$ cat src/rtl/axi_ram_arb_pkg.sv
// axi_ram_arb_pkg: shared types and helpers for the RAM read-port arbiter.
//   state_t : arbiter FSM state (IDLE searches round-robin, LOCKED holds a burst)
//   idx_w   : bit width needed to index n requesters (at least 1)
package axi_ram_arb_pkg;
  typedef enum logic {IDLE, LOCKED} state_t;
  function automatic int idx_w(input int n);
    return (n > 1) ? $clog2(n) : 1;
  endfunction
endpackage

$ cat src/rtl/axi_ram_arb_tag_fifo.sv
// axi_ram_arb_tag_fifo: synchronous FIFO recording which port issued each RAM beat.
//   clk, rst_n : clock and async active-low reset
//   push, din  : write request and data (ignored when full)
//   pop        : read request (ignored when empty)
//   head       : oldest entry
//   full/empty : derived from a registered occupancy count
module axi_ram_arb_tag_fifo #(
  parameter int WIDTH = 1,
  parameter int DEPTH = 8
) (
  input  logic             clk,
  input  logic             rst_n,
  input  logic             push,
  input  logic [WIDTH-1:0] din,
  input  logic             pop,
  output logic [WIDTH-1:0] head,
  output logic             full,
  output logic             empty
);
  localparam int AW = $clog2(DEPTH);
  localparam int CW = $clog2(DEPTH + 1);
  logic [WIDTH-1:0] mem [DEPTH];
  logic [AW-1:0] wr, rd;
  logic [CW-1:0] count;
  logic do_push, do_pop;
  assign full = count == CW'(DEPTH);
  assign empty = count == '0;
  assign head = mem[rd];
  assign do_push = push & !full;
  assign do_pop = pop & !empty;
  always_ff @(posedge clk) if (do_push) mem[wr] <= din;
  always_ff @(posedge clk or negedge rst_n) begin
    if (!rst_n) begin
      wr <= '0;
      rd <= '0;
      count <= '0;
    end else begin
      wr <= wr + AW'(do_push);
      rd <= rd + AW'(do_pop);
      count <= count + CW'(do_push) - CW'(do_pop);
    end
  end
endmodule

$ cat src/rtl/axi_ram_rd_arbiter.sv
// axi_ram_rd_arbiter: shares one RAM read port between PORTS requesters.
//   s_cmd_*  : per-port command streams (fields packed port i at [i*W +: W])
//   s_resp_* : response stream, id/data/last broadcast, valid one-hot per port
//   m_cmd_*  : muxed command stream to the RAM
//   m_resp_* : in-order response stream from the RAM
// Round-robin grant, locked for a whole burst; a tag FIFO routes each
// response beat back to the port that issued the matching command beat.
module axi_ram_rd_arbiter
  import axi_ram_arb_pkg::*;
#(
  parameter int PORTS       = 2,
  parameter int DATA_WIDTH  = 32,
  parameter int ADDR_WIDTH  = 16,
  parameter int ID_WIDTH    = 8,
  parameter int OUTSTANDING = 8
) (
  input  logic                        clk,
  input  logic                        rst_n,
  input  logic [PORTS*ID_WIDTH-1:0]   s_cmd_id,
  input  logic [PORTS*ADDR_WIDTH-1:0] s_cmd_addr,
  input  logic [PORTS-1:0]            s_cmd_en,
  input  logic [PORTS-1:0]            s_cmd_last,
  output logic [PORTS-1:0]            s_cmd_ready,
  output logic [PORTS*ID_WIDTH-1:0]   s_resp_id,
  output logic [PORTS*DATA_WIDTH-1:0] s_resp_data,
  output logic [PORTS-1:0]            s_resp_last,
  output logic [PORTS-1:0]            s_resp_valid,
  input  logic [PORTS-1:0]            s_resp_ready,
  output logic [ID_WIDTH-1:0]         m_cmd_id,
  output logic [ADDR_WIDTH-1:0]       m_cmd_addr,
  output logic                        m_cmd_en,
  output logic                        m_cmd_last,
  input  logic                        m_cmd_ready,
  input  logic [ID_WIDTH-1:0]         m_resp_id,
  input  logic [DATA_WIDTH-1:0]       m_resp_data,
  input  logic                        m_resp_last,
  input  logic                        m_resp_valid,
  output logic                        m_resp_ready
);
  localparam int PW = idx_w(PORTS);
  state_t state;
  logic [PW-1:0] rr_ptr, lock_port, rr_sel, sel, idx, head;
  logic found, full, empty, accept, pop;
  always_comb begin
    rr_sel = rr_ptr;
    found = 1'b0;
    idx = '0;
    for (int k = 0; k < PORTS; k++) begin
      idx = PW'((int'(rr_ptr) + k) % PORTS);
      if (!found && s_cmd_en[idx]) begin
        rr_sel = idx;
        found = 1'b1;
      end
    end
  end
  assign sel = (state == LOCKED) ? lock_port : rr_sel;
  assign m_cmd_id = s_cmd_id[int'(sel)*ID_WIDTH +: ID_WIDTH];
  assign m_cmd_addr = s_cmd_addr[int'(sel)*ADDR_WIDTH +: ADDR_WIDTH];
  assign m_cmd_last = s_cmd_last[sel];
  // Command handshakes are gated by rst_n so nothing is offered while reset is held.
  assign m_cmd_en = rst_n & s_cmd_en[sel] & !full;
  assign s_cmd_ready = (rst_n & m_cmd_ready & !full) ? PORTS'(1) << sel : '0;
  assign accept = m_cmd_en & m_cmd_ready;
  assign s_resp_id = {PORTS{m_resp_id}};
  assign s_resp_data = {PORTS{m_resp_data}};
  assign s_resp_last = {PORTS{m_resp_last}};
  assign s_resp_valid = (m_resp_valid & !empty) ? PORTS'(1) << head : '0;
  assign m_resp_ready = !empty & s_resp_ready[head];
  assign pop = m_resp_valid & m_resp_ready;
  always_ff @(posedge clk or negedge rst_n) begin
    if (!rst_n) begin
      state <= IDLE;
      rr_ptr <= '0;
      lock_port <= '0;
    end else if (accept) begin
      if (m_cmd_last) begin
        state <= IDLE;
        rr_ptr <= (sel == PW'(PORTS - 1)) ? '0 : sel + 1'b1;
      end else if (state == IDLE) begin
        state <= LOCKED;
        lock_port <= sel;
      end
    end
  end
  axi_ram_arb_tag_fifo #(.WIDTH(PW), .DEPTH(OUTSTANDING)) u_tags (
    .clk(clk),
    .rst_n(rst_n),
    .push(accept),
    .din(sel),
    .pop(pop),
    .head(head),
    .full(full),
    .empty(empty)
  );
endmodule

$ cat config.mk
export PLATFORM = sky130hd
export DESIGN_NAME = axi_ram_rd_arbiter
export DESIGN_NICKNAME = d
export VERILOG_FILES = /design/src/rtl/axi_ram_arb_pkg.sv /design/src/rtl/axi_ram_arb_tag_fifo.sv /design/src/rtl/axi_ram_rd_arbiter.sv
export SDC_FILE = /design/constraint.sdc
export NUM_CORES = 1
export LEC_CHECK = 0
export CAP_MARGIN = 25
export CORE_ASPECT_RATIO = 0.9
export CORE_MARGIN = 8
export CORE_UTILIZATION = 27
export CTS_BUF_LIST = sky130_fd_sc_hd__clkbuf_2
export CTS_CLUSTER_DIAMETER = 50
export DETAILED_ROUTE_END_ITERATION = 6
export GPL_TIMING_DRIVEN = 0
export PLACE_DENSITY_LB_ADDON = 0.15
export SLEW_MARGIN = 5
export SYNTH_ARGS = -nofsm -noshare
export SYNTH_HDL_FRONTEND = slang
export SYNTH_SLANG_ARGS = --single-unit
$ cat constraint.sdc
create_clock -name clk -period 2.4 [get_ports clk]
set_input_delay 0.6 -clock clk [delete_from_list [all_inputs] [get_ports clk]]
set_output_delay 0.6 -clock clk [all_outputs]
set_load 0.02 [all_outputs]
# == After elaboration in Yosys (flattened, before gate mapping) ==
# Memories as Yosys holds them, arrays and structs flattened.
# Cells that the tools add are included.
# totals
regBits,13
mem_bits_rw,8
in_bits,99
output_inout_bits,113
wordCells,60
mem_count,1
# memory_table
memory,depth,width,rd,rd_ports_with_merged_regs,wr,line,source
u_tags.mem,8,1,1,0,1,axi_ram_arb_tag_fifo.sv:22,logic [WIDTH-1:0] mem [DEPTH];
# op_classes
add_sub_neg,6
magnitude_cmp,4
eq_ne,1
shifts,4
mux,19
n_bitwise,12
reduce_logical,7
# ops
operator,count
$shiftx A32 B6 Y16,1
$mux W1,17
$shiftx A16 B5 Y8,1
$and A1 B1 Y1,10
$lt A1 B2 Y1 const B,4
$add A3 B1 Y3,2
$add A4 B1 Y4,1
$eq A4 B4 Y1 const B,1
$logic_not A4 Y1,1
$mux W2,2
$shl A1 B1 Y2 const A,2
$sub A4 B1 Y4,1
$logic_not A1 Y1,3
$reduce_and A3 Y1,1
$add A1 B1 Y1 const B,2
$not A1 Y1,2
$reduce_and A2 Y1,1
$logic_and A1 B1 Y1,1

# == Logic depth before layout (Yosys ltp) ==
# Gate-level depths: netlist of run 1.
# logic_depth
ltp_word,15
ltp_mapped,11
ltp_nobuf,11

# == By module ==
# Synthesis of run 1 repeated with hierarchy kept, for this count alone.
# hier_totals
cells_unflattened,202
hier_area_um2,2043.2
# by_module_without_submodules
module,instances,cells_each,area_each_um2,seq_area_each_um2
axi_ram_rd_arbiter,1,140,1182.4,75.1
axi_ram_arb_tag_fifo,1,62,860.8,490.5

# == Worst setup path before layout of run 1 ==
# No wires, ideal clock.
# synth_timing
path_kind,flip-flop to flip-flop
start,register u_tags.rd[1]
end,register u_tags.count[2]
setup_ps,123
arrival_ps,2430
required_ps,2277
setup_slack_ps,-152
path_stages_with_launch,11
n_path_buf,0
synth_period_minus_slack_ps,2552
cell_sequence,dfrtp_1 mux4_2 mux2i_1 mux2i_1 nor2_1 ha_1 inv_1 ha_1 inv_1 fa_1 xnor2_1
# synth_via
elab_chain_cells,7
# synth_rtl
item,line,source
from (decl),axi_ram_arb_tag_fifo.sv:23,"logic [AW-1:0] wr, rd;"
from (signal assigned),axi_ram_arb_tag_fifo.sv:39,rd <= rd + AW'(do_pop);
$mem_v2 Z8 W1,n/a,
$mux W1 (implied by the code) (2 in series),axi_ram_rd_arbiter.sv:68,assign m_resp_ready = !empty & s_resp_ready[head];
$and A1 B1 Y1,axi_ram_rd_arbiter.sv:68,
$and A1 B1 Y1,axi_ram_rd_arbiter.sv:69,assign pop = m_resp_valid & m_resp_ready;
$and A1 B1 Y1,axi_ram_arb_tag_fifo.sv:30,assign do_pop = pop & !empty;
$sub A4 B1 Y4,axi_ram_arb_tag_fifo.sv:40,count <= count + CW'(do_push) - CW'(do_pop);
to (signal assigned),axi_ram_arb_tag_fifo.sv:40,
to (decl),axi_ram_arb_tag_fifo.sv:24,logic [CW-1:0] count;
# Every way passes these cells. The select of a mux whose other input is x is not followed.
# A chain may end at the register's enable or synchronous reset.

# == Worst setup path after layout of run 1 ==
# layout_timing
start,register u_tags.rd[1]
end,output port m_resp_ready
# layout_via
elab_chain_cells,4
# layout_rtl
item,line,source
$mem_v2 Z8 W1,n/a,
$mux W1 (implied by the code) (2 in series),axi_ram_rd_arbiter.sv:68,
$and A1 B1 Y1,axi_ram_rd_arbiter.sv:68,
to (decl),axi_ram_rd_arbiter.sv:38,output logic m_resp_ready
# Every way passes these cells. The select of a mux whose other input is x is not followed.

==> flow_summary.yaml, run 1 <==
run_status:
  status: "finished with violations"
  violations: "negative setup slack"
logic_synthesis:
  ys_ff_latch: 21
  synth_flop_cell: "dfrtp_1"
  netlist_instances: 206
  synth-seq-area-share_pct: 27.8
  ys_async_sr_fraction_pct: 61.9
  synth_edf_count: 8
  syn_nets: 316
  synth_area_mm2: 0.00203
  synth.avg_cell_area_um2: 9.87
  ys_types: 30
  synth_warnings: 0
routing:
  firstDrtPassIters: 4
  drc: 0
  wl_mm: 7.47
  vias: 2006
  antenna_left: 0
  wl_per_cell_um: 15.1
  drtIter0Drc: 29
  viasPerCell: 4.06
final_layout:
  layout_commonest_cell: "clkdlybuf4s50_1"
  area_growth_pct: 111
  n_fill_cell: 622
  drive_gt1_share_pct: 47.5
  nNetsFinal: 509
  seq_area_um2: 569
  mostFrequentLayoutCells: "clkdlybuf4s50_1, buf_4, buf_6"
  multi_input_area_mm2: 0.00100
  stdcell_area_mm2: 0.00429
  n_antenna_cell: 0
timing:
  fin_crit_sh_pct: 109
  slew_violations: 0
  setup_slack_ns: -0.219
  layout_min_cycle_time_ns: 2.62
  finalSetupViolCount: 29
  hold_ws_ns: 0.244
  worst_pin_slew_ns: 0.579
  setup_tns_ns: -3.15
  fin_skew_ns: 0.0118
  relSlewSlack_pct: 61.2
  rsz0062_at_grt: "true"
  fmax_ghz: 0.382
  report.final.hold_viol_count: 0
worst_setup_path:
  reg2reg_to: "u_tags.count[1]$_DFF_PN0_"
  crit_fanout: 3
  cp_slowest_cell: "mux4_2"
  cp.required_ns: 1.80
  path_buf_inv: 1
  rrSetupSlack_ns: -0.19
  r2r-start: "u_tags.rd[1]$_DFF_PN0_"
  cp_cell_sequence: "mux4_2, mux2i_4, mux2i_2, a21oi_1, buf_2"
  cp-start-kind: "register"
  worstPathArrival_ns: 2.02
  critical_path_class: "reg -> out"
  cp_slowest_stage_delay_ns: 0.55
  endpoint_kind: "output pin"
  cp_top_family: "multiplexers"
  r2r_cells: 10
grt:
  grtUsageTotal_pct: 13.1
  grt_pass1_vias: 2181
  antenna_found_initial: 0
  gr-total-overflow: 0
  grt_pass1_wl_mm: 11.2
  grt_max_degree: 16
clocking:
  cts_tree: "built"
  clk_pin_slew_ns: 0.21
  h-tree-depth: 1
  clkSinkCount: 21
  insertion_delay_ns: 0.32
  cts_hold_buffers: 0
  cts-root-buf: "clkbuf_2"
  cts_buffers: 3
  cts_buffer_depth: 2
floorplan:
  rows: 30
  start_util_pct: 27.4
  coreArea_mm2: 0.00743
  fp.dieH_um: 98.3
  dieArea_mm2: 0.0106
  pin_count: 212
  dieWidth_um: 107
run:
  drv_cap: 0
power_and_ir_drop:
  peakVddDrop_mv: 0.620
  power_leakage_uw: 0.00195
  p_per_area_mw_per_mm2: 849
  p_total_uw: 3640
placed_design:
  io_buffers: 170
  hpwl_mm: 6.32
  dpl-instance-area_mm2: 0.00388
  finalWeightedCongestion: 0.735
worst_hold_path:
  holdCritPathClass: "in -> async"
[worst reg2reg max path, stage by stage (launching register included)]
cell and delay (ns):
dfrtp_2 0.45, mux4_2 0.55, mux2i_4 0.19, mux2i_2 0.28, nor2_2 0.10, ha_4 0.23, inv_4 0.05, ha_4 0.13
inv_2 0.04, fa_1 0.48, inv_1 0.04
[area by class of cell]
| type | count | area share, % |
|---|---|---|
| well taps | 96 | 2.80 |
| multi-input cells | 90 | 23.4 |
| repair buffers | 188 | 44.1 |
| inverters | 10 | 0.934 |
| clock buffers | 4 | 0.467 |
| plain buffers | 85 | 15.1 |
| flip-flops and latches | 21 | 13.3 |
[Yosys cell counts (2+ instances only)]
master	count	area, um2
nor2b_1	2	12.5
xor2_1	3	26.3
edfxtp_1	8	240
buf_2	2	10.0
nand2b_1	3	18.8
inv_1	10	37.5
mux2_2	24	270
a21oi_1	5	25.0
mux4_2	2	45.0
ha_1	10	125
nor3b_1	5	37.5
buf_4	82	616
mux2i_1	3	30.0
nand2_1	7	26.3
dfrtp_1	13	325
nor3_1	4	20.0
nor2_1	10	37.5
[kinds of logic after synthesis]
| kind of cell | after synthesis | synth area share (%) |
|---|---|---|
| buf+inv | 95 | 32.8 |
| simple gates | 35 | 8.80 |
| mux | 30 | 17.5 |
| flops | 21 | 27.8 |
| fa+ha+maj | 11 | 7.14 |
| compound gates | 10 | 4.18 |
| xor+xnor | 4 | 1.72 |
[power by group]
part / switching [uW] / internal [uW]
clock network: 111 / 44.1
logic: 1200 / 1620
registers: 137 / 532
[stage by stage]
stage                     worst slack [ns]  util [%]  cells
after floorplan                     -0.110         -    206
after global placement               -1.31      52.2    472
after detailed placement             -1.33      52.2    472
after CTS                           -0.303      56.0    489
after global routing                -0.315      57.7    494
final                               -0.219      57.7    494
[state kept, by name, summed over array words and instances (netlist names)]
| register | flops |
|---|---|
| lock_port | 1 |
| rr_ptr | 1 |
| state | 1 |
| u_tags.count | 4 |
| u_tags.mem | 8 |
| u_tags.rd | 3 |
| u_tags.wr | 3 |
[worst max path at each step]
stage / from / endpoint / cells after the start
6_report: u_tags.rd[1]$_DFF_PN0_ / m_resp_ready / 5
2_1_floorplan: u_tags.rd[1]$_DFF_PN0_ / u_tags.count[2]$_DFF_PN0_ / 10
3_5_place_dp: s_cmd_en[1] / m_cmd_addr[0] / 6
5_1_grt: u_tags.rd[1]$_DFF_PN0_ / m_resp_ready / 5
4_1_cts: u_tags.rd[1]$_DFF_PN0_ / u_tags.count[1]$_DFF_PN0_ / 10
3_3_place_gp: s_cmd_en[1] / m_cmd_addr[0] / 6
[repair_timing]
action                                  4_1_cts  5_1_grt
gates cloned                                  1        0
resized for setup                           218       30
endpoints found under the setup margin       49       41
setup buffers                                12        6
pin swaps                                     4        8
[metal layers]
layer	global-route usage, %	vias up	wire (um)
li1	-	988	-
met1	10.6	906	2140
met2	24.7	110	3980
met3	9.15	2	1300
met4	2.88	0	41
met5	0	-	0
No activity file was read; power rests on OpenSTA's default activity.
==> inputs of run 2 (changes only) <==
--- a/config.mk
+++ b/config.mk
@@ -13,7 +13,7 @@
 export CTS_CLUSTER_DIAMETER = 50
 export DETAILED_ROUTE_END_ITERATION = 6
 export GPL_TIMING_DRIVEN = 0
-export PLACE_DENSITY_LB_ADDON = 0.15
+export PLACE_DENSITY_LB_ADDON = 0.08
 export SLEW_MARGIN = 5
 export SYNTH_ARGS = -nofsm -noshare
 export SYNTH_HDL_FRONTEND = slang
==> constraint.sdc (replaced) <==
create_clock -name clk -period 2.4 [get_ports clk]
set_input_delay 0.6 -clock clk [delete_from_list [all_inputs] [get_ports clk]]
set_output_delay 0.6 -clock clk [all_outputs]
set_load 0.1 [all_outputs]
==> run 2 against run 1 <==
Compared with the run above:
- the run still ends with negative setup slack left
- clock skew is 0.0047 ns lower
- final cell count is 0.20% lower
- routed wire length is 7.7% higher
- worst hold slack better by 0.0052 ns
- sequential power is 0.6% lower
- total power is 61% higher
- via count hardly changed
- clock-buffer cell count is 1 lower
- critical endpoint unchanged
- largest power group unchanged
- highest routed layer unchanged
==> flow_summary.yaml, run 2 (same netlist as run 1, synthesis figures left out) <==
run_status:
  status: "finished with violations"
  violations: "negative setup slack"
clocking:
  cts_buffer_depth: 2
  clkSinkCount: 21
  clk_pin_slew_ns: 0.23
  insertion_delay_ns: 0.33
  cts_tree: "built"
  cts_buffers: 3
  cts-root-buf: "clkbuf_2"
  h-tree-depth: 1
worst_setup_path:
  startpoint: "u_tags.rd[1]$_DFF_PN0_"
  critical_path_class: "reg -> out"
  r2r-start: "u_tags.rd[1]$_DFF_PN0_"
  worstPathArrival_ns: 2.22
  cp-start-kind: "register"
  cp.required_ns: 1.80
  endpoint_kind: "output pin"
  crit_fanout: 3
final_layout:
  largest_reg_flops: 8
  n_fill_cell: 656
  n_antenna_cell: 0
  regMostFlops: "u_tags.mem"
  nNetsFinal: 508
  area_growth_pct: 126
  stdcell_area_mm2: 0.00459
  largestRegisters: "u_tags.mem: 8 flops, u_tags.count: 4 flops"
  mostFrequentLayoutCells: "buf_4, clkdlybuf4s50_1, dlygate4sd2_1"
  fin_util_pct: 61.8
  layout_commonest_cell: "buf_4"
  drive_gt1_share_pct: 47.6
timing:
  rsz0062_at_grt: "true"
  hold_ws_ns: 0.249
  fmax_ghz: 0.355
  report.final.hold_viol_count: 0
  setup_slack_ns: -0.416
  setup_tns_ns: -4.94
  fin_skew_ns: 0.00710
  layout_min_cycle_time_ns: 2.82
  relSlewSlack_pct: 33.9
  slew_violations: 0
  worst_pin_slew_ns: 0.996
  finalSetupViolCount: 30
  fin_crit_sh_pct: 117
grt:
  gr-total-overflow: 0
  antenna_found_initial: 0
  grtUsageTotal_pct: 14.5
  grt_pass1_wl_mm: 12.2
  grt_max_degree: 16
  grt_pass1_vias: 2199
floorplan:
  coreArea_mm2: 0.00743
  start_util_pct: 27.4
  fp.dieH_um: 98.3
  rows: 30
  pin_count: 212
  dieArea_mm2: 0.0106
  dieWidth_um: 107
run:
  drv_cap: 0
routing:
  vias: 2004
  drc: 0
  wl_per_cell_um: 16.3
  antenna_left: 0
  viasPerCell: 4.06
  firstDrtPassIters: 4
  drtIter0Drc: 19
  wl_mm: 8.04
placed_design:
  finalWeightedCongestion: 0.741
  hpwl_mm: 6.78
  dpl-instance-area_mm2: 0.00398
  io_buffers: 170
power_and_ir_drop:
  power_leakage_uw: 0.00232
  p_per_area_mw_per_mm2: 1280
  peakVddDrop_mv: 1.02
worst_hold_path:
  holdCritPathClass: "in -> async"
run 2: cell types whose count changed in the layout (fill, tap and decap cells not counted), moves of 3 or more:
cell,previous run,this run
buf_12,0,32
buf_4,94,91
buf_6,33,5
clkdlybuf4s50_1,136,58
dlygate4sd2_1,0,58
dlymetal6s2s_1,0,20
ha_1,6,9
ha_4,4,0
run 2: metal layers:
layer	vias up	wire length [um]	global-route usage (%)
met2	107	4380	27.8
met5	-	0	0
met3	2	1190	8.82
li1	988	-	-
met1	907	2430	12.5
met4	0	42	2.56
run 2: worst max-delay path, stage by stage, from the launching register on:
cell     delay, ns
dfrtp_1       0.49
mux4_2        0.56
mux2i_4       0.21
mux2i_4       0.29
buf_6         0.13
a21oi_4       0.03
buf_12        0.17
run 2: per-stage QoR:
step | cells | setup WS (ns) | power, uW
floorplan | 206 | -0.285 | 3820
global placement | 472 | -1.80 | 4600
detailed placement | 472 | -1.80 | 4630
CTS | 487 | -0.407 | 5720
global route | 493 | -0.532 | 6120
finish | 493 | -0.416 | 5860
run 2: area by class of cell:
class | count | area, um2 | area share, %
Clock buffer | 3 | 15.0 | 0.327
Multi-Input combinational cell | 90 | 1020 | 22.3
Buffer | 84 | 634 | 13.8
Sequential cell | 21 | 568 | 12.4
Inverter | 10 | 37.5 | 0.818
Tap cell | 96 | 120 | 2.62
Clock inverter | 1 | 7.51 | 0.164
Timing Repair Buffer | 188 | 2180 | 47.5
run 2: final timing paths:
kind / end / slack (ns) / depth (start not counted)
hold / removal: u_tags.wr[1]$_DFF_PN0_ / 0.25 / 1
max in group asynchronous: state$_DFFE_PN0P_ / 1.82 / 1
hold reg to reg: u_tags.rd[2]$_DFF_PN0_ / 0.55 / 1
min in group clk: u_tags.rd[2]$_DFF_PN0_ / 0.55 / 1
setup reg to reg: u_tags.count[3]$_DFF_PN0_ / -0.37 / 11
setup / recovery: m_resp_ready / -0.42 / 6
run 2: repair_timing:
action | 4_1_cts | 5_1_grt
setup endpoints to repair | 107 | 61
resized for setup | 372 | 39
pin swaps | 5 | 4
gates cloned | 2 | 0
hold buffers | 0 | 0
setup buffers | 9 | 7
run 2: power by group:
| group | switching (uW) | leakage (uW) | internal [uW] |
|---|---|---|---|
| combinational | 3000 | 0.00209 | 2040 |
| sequential | 135 | 0.000223 | 531 |
| clock | 120 | 0.0000126 | 38.7 |
| total | 3250 | 0.00232 | 2610 |
==> inputs of run 3 (changes only) <==
--- a/config.mk
+++ b/config.mk
@@ -7,7 +7,7 @@
 export LEC_CHECK = 0
 export CAP_MARGIN = 25
 export CORE_ASPECT_RATIO = 0.9
-export CORE_MARGIN = 8
+export CORE_MARGIN = 1
 export CORE_UTILIZATION = 27
 export CTS_BUF_LIST = sky130_fd_sc_hd__clkbuf_2
 export CTS_CLUSTER_DIAMETER = 50
==> run 3 against run 2 <==
Compared with the run above:
- the flow still finishes with violations (negative setup slack)
- register-to-register slack gained 0.03 ns
- sequential power is essentially flat
- final cell count shrank 0.20%
- utilization grew 3.6 points
- routed wire length shrank 14%
- sequential cell count is the same
- first-iteration DRC count grew 140%
- clock power shrank 7%
- largest cell class unchanged
- largest power group unchanged
==> flow_summary.yaml, run 3 (same netlist as run 1, synthesis figures left out) <==
placed_design:
  io_buffers: 170
  hpwl_mm: 5.42
  dpl-instance-area_mm2: 0.00398
  dp_slack_ns: -1.77
  finalWeightedCongestion: 0.704
worst_setup_path:
  r2r-start: "u_tags.rd[1]$_DFF_PN0_"
  crit_fanout: 3
  critical_path_class: "reg -> reg"
  cp-start-kind: "register"
  rrSetupSlack_ns: -0.34
  r2r_cells: 10
  reg2reg_to: "u_tags.count[1]$_DFF_PN0_"
  worstPathArrival_ns: 2.97
  cp.required_ns: 2.64
  endpoint_kind: "register"
  cp_top_family: "multiplexers"
  cp_slowest_cell: "mux4_2"
  path_buf_inv: 3
  cp_slowest_stage_delay_ns: 0.55
  cp_cell_sequence: "mux4_2, mux2i_4, mux2i_4, nor2_4, ha_4, inv_2, ha_4, inv_2, fa_2, inv_1"
final_layout:
  regMostFlops: "u_tags.mem"
  seq_area_um2: 568
  nNetsFinal: 510
  largestRegisters: "u_tags.mem: 8 flops, u_tags.count: 4 flops"
  largest_reg_flops: 8
  drive_gt1_share_pct: 49.1
  multi_input_area_mm2: 0.00108
  n_fill_cell: 593
  stdcell_area_mm2: 0.00469
  n_antenna_cell: 0
  fin_util_pct: 65.3
  area_growth_pct: 131
  mostFrequentLayoutCells: "buf_4, clkdlybuf4s50_1, dlygate4sd2_1"
  layout_commonest_cell: "buf_4"
clocking:
  clkSinkCount: 21
  clk_pin_slew_ns: 0.21
  insertion_delay_ns: 0.32
  cts_buffer_depth: 2
  cts_hold_buffers: 0
  cts_tree: "built"
  cts-root-buf: "clkbuf_2"
  h-tree-depth: 1
  cts_buffers: 3
power_and_ir_drop:
  seqPwrFrac_pct: 11.4
  p_per_area_mw_per_mm2: 1250
  power.switching_uw: 3260
  clkPwrFrac_pct: 2.5
  peakVddDrop_mv: 0.843
  p_total_uw: 5880
  p_int_uw: 2620
  netSwitchingFraction_pct: 55.5
  p_comb_share_pct: 86.1
  power_leakage_uw: 0.00241
timing:
  report.final.hold_viol_count: 0
  fin_crit_sh_pct: 114
  relSlewSlack_pct: 33.0
  fmax_ghz: 0.365
  rsz0062_at_grt: "true"
  setup_slack_ns: -0.338
  layout_min_cycle_time_ns: 2.74
  fin_skew_ns: 0.0105
  finalSetupViolCount: 33
  hold_ws_ns: 0.261
  slew_violations: 0
  worst_pin_slew_ns: 1.01
routing:
  viasPerCell: 4.08
  firstDrtPassIters: 6
  antenna_left: 0
  wl_mm: 6.88
  drtIter0Drc: 46
  vias: 2008
  drc: 0
  wl_per_cell_um: 14.0
run_status:
  status: "finished with violations"
  violations: "negative setup slack"
grt:
  grt_max_degree: 16
  grt_pass1_vias: 2013
  grt_pass1_wl_mm: 9.64
  antenna_found_initial: 0
  grtUsageTotal_pct: 15.7
  gr-total-overflow: 0
floorplan:
  fp.dieH_um: 84.3
  dieArea_mm2: 0.00788
  pin_count: 212
  rows: 29
  coreArea_mm2: 0.00718
  start_util_pct: 28.3
  dieWidth_um: 93.5
worst_hold_path:
  holdCritPathClass: "in -> async"
run:
  drv_cap: 0
[run 3: changes by cell type in the layout (fill, tap and decap cells not counted), moves of 3 or more]
| cell | delta |
|---|---|
| buf_6 | +7 |
| buf_8 | -3 |
| clkdlybuf4s50_1 | +6 |
| dlygate4sd2_1 | -17 |
| dlymetal6s2s_1 | +11 |
| ha_1 | -4 |
| ha_4 | +5 |
[run 3: layout make-up]
class                           count  share of cell area [%]
Tap cell                           93                    2.48
Timing Repair Buffer              189                    47.3
Multi-Input combinational cell     90                    22.9
Sequential cell                    21                    12.1
Inverter                           10                   0.800
Clock inverter                      1                   0.160
Clock buffer                        3                   0.320
Buffer                             85                    13.9
[run 3: power by group through the flow]
stage	Combinational [uW]	Clock, uW	Sequential (uW)
5_1_grt	5240	172	690
4_1_cts	4520	156	661
2_1_floorplan	3180	0	631
3_3_place_gp	3910	0	659
6_report	5060	148	668
3_5_place_dp	3930	0	660
[run 3: how the worst max path moves through the flow]
stage / startpoint / end / slack (ns) / depth (start not counted)
6_report: u_tags.rd[1]$_DFF_PN0_ / u_tags.count[1]$_DFF_PN0_ / -0.34 / 10
2_1_floorplan: u_tags.rd[1]$_DFF_PN0_ / s_resp_valid[1] / -0.29 / 3
3_3_place_gp: s_cmd_en[1] / m_cmd_addr[13] / -1.79 / 6
4_1_cts: u_tags.rd[1]$_DFF_PN0_ / m_resp_ready / -0.29 / 5
3_5_place_dp: s_cmd_en[1] / m_cmd_id[1] / -1.77 / 6
5_1_grt: u_tags.rd[1]$_DFF_PN0_ / m_resp_ready / -0.45 / 5
[run 3: timing repair]
| item | in CTS | in global routing |
|---|---|---|
| pin swaps | 4 | 10 |
| resized for setup | 310 | 102 |
| buffers inserted | 9 | 8 |
| setup endpoints to repair | 90 | 66 |
| cloned | 2 | 0 |
[run 3: through the flow]
stage / TNS (ns) / std cells
after floorplan: -2.21 / 206
after global placement: -67.25 / 469
after detailed placement: -66.50 / 469
after CTS: -4.38 / 484
after global routing: -7.64 / 492
final: -4.09 / 492
[run 3: per-layer routing]
metal,GRT usage (%),part of all wire (%)
met3,4.53,8.1
met5,0,0
met1,15.3,33
met4,4.34,1.0
met2,31.5,58
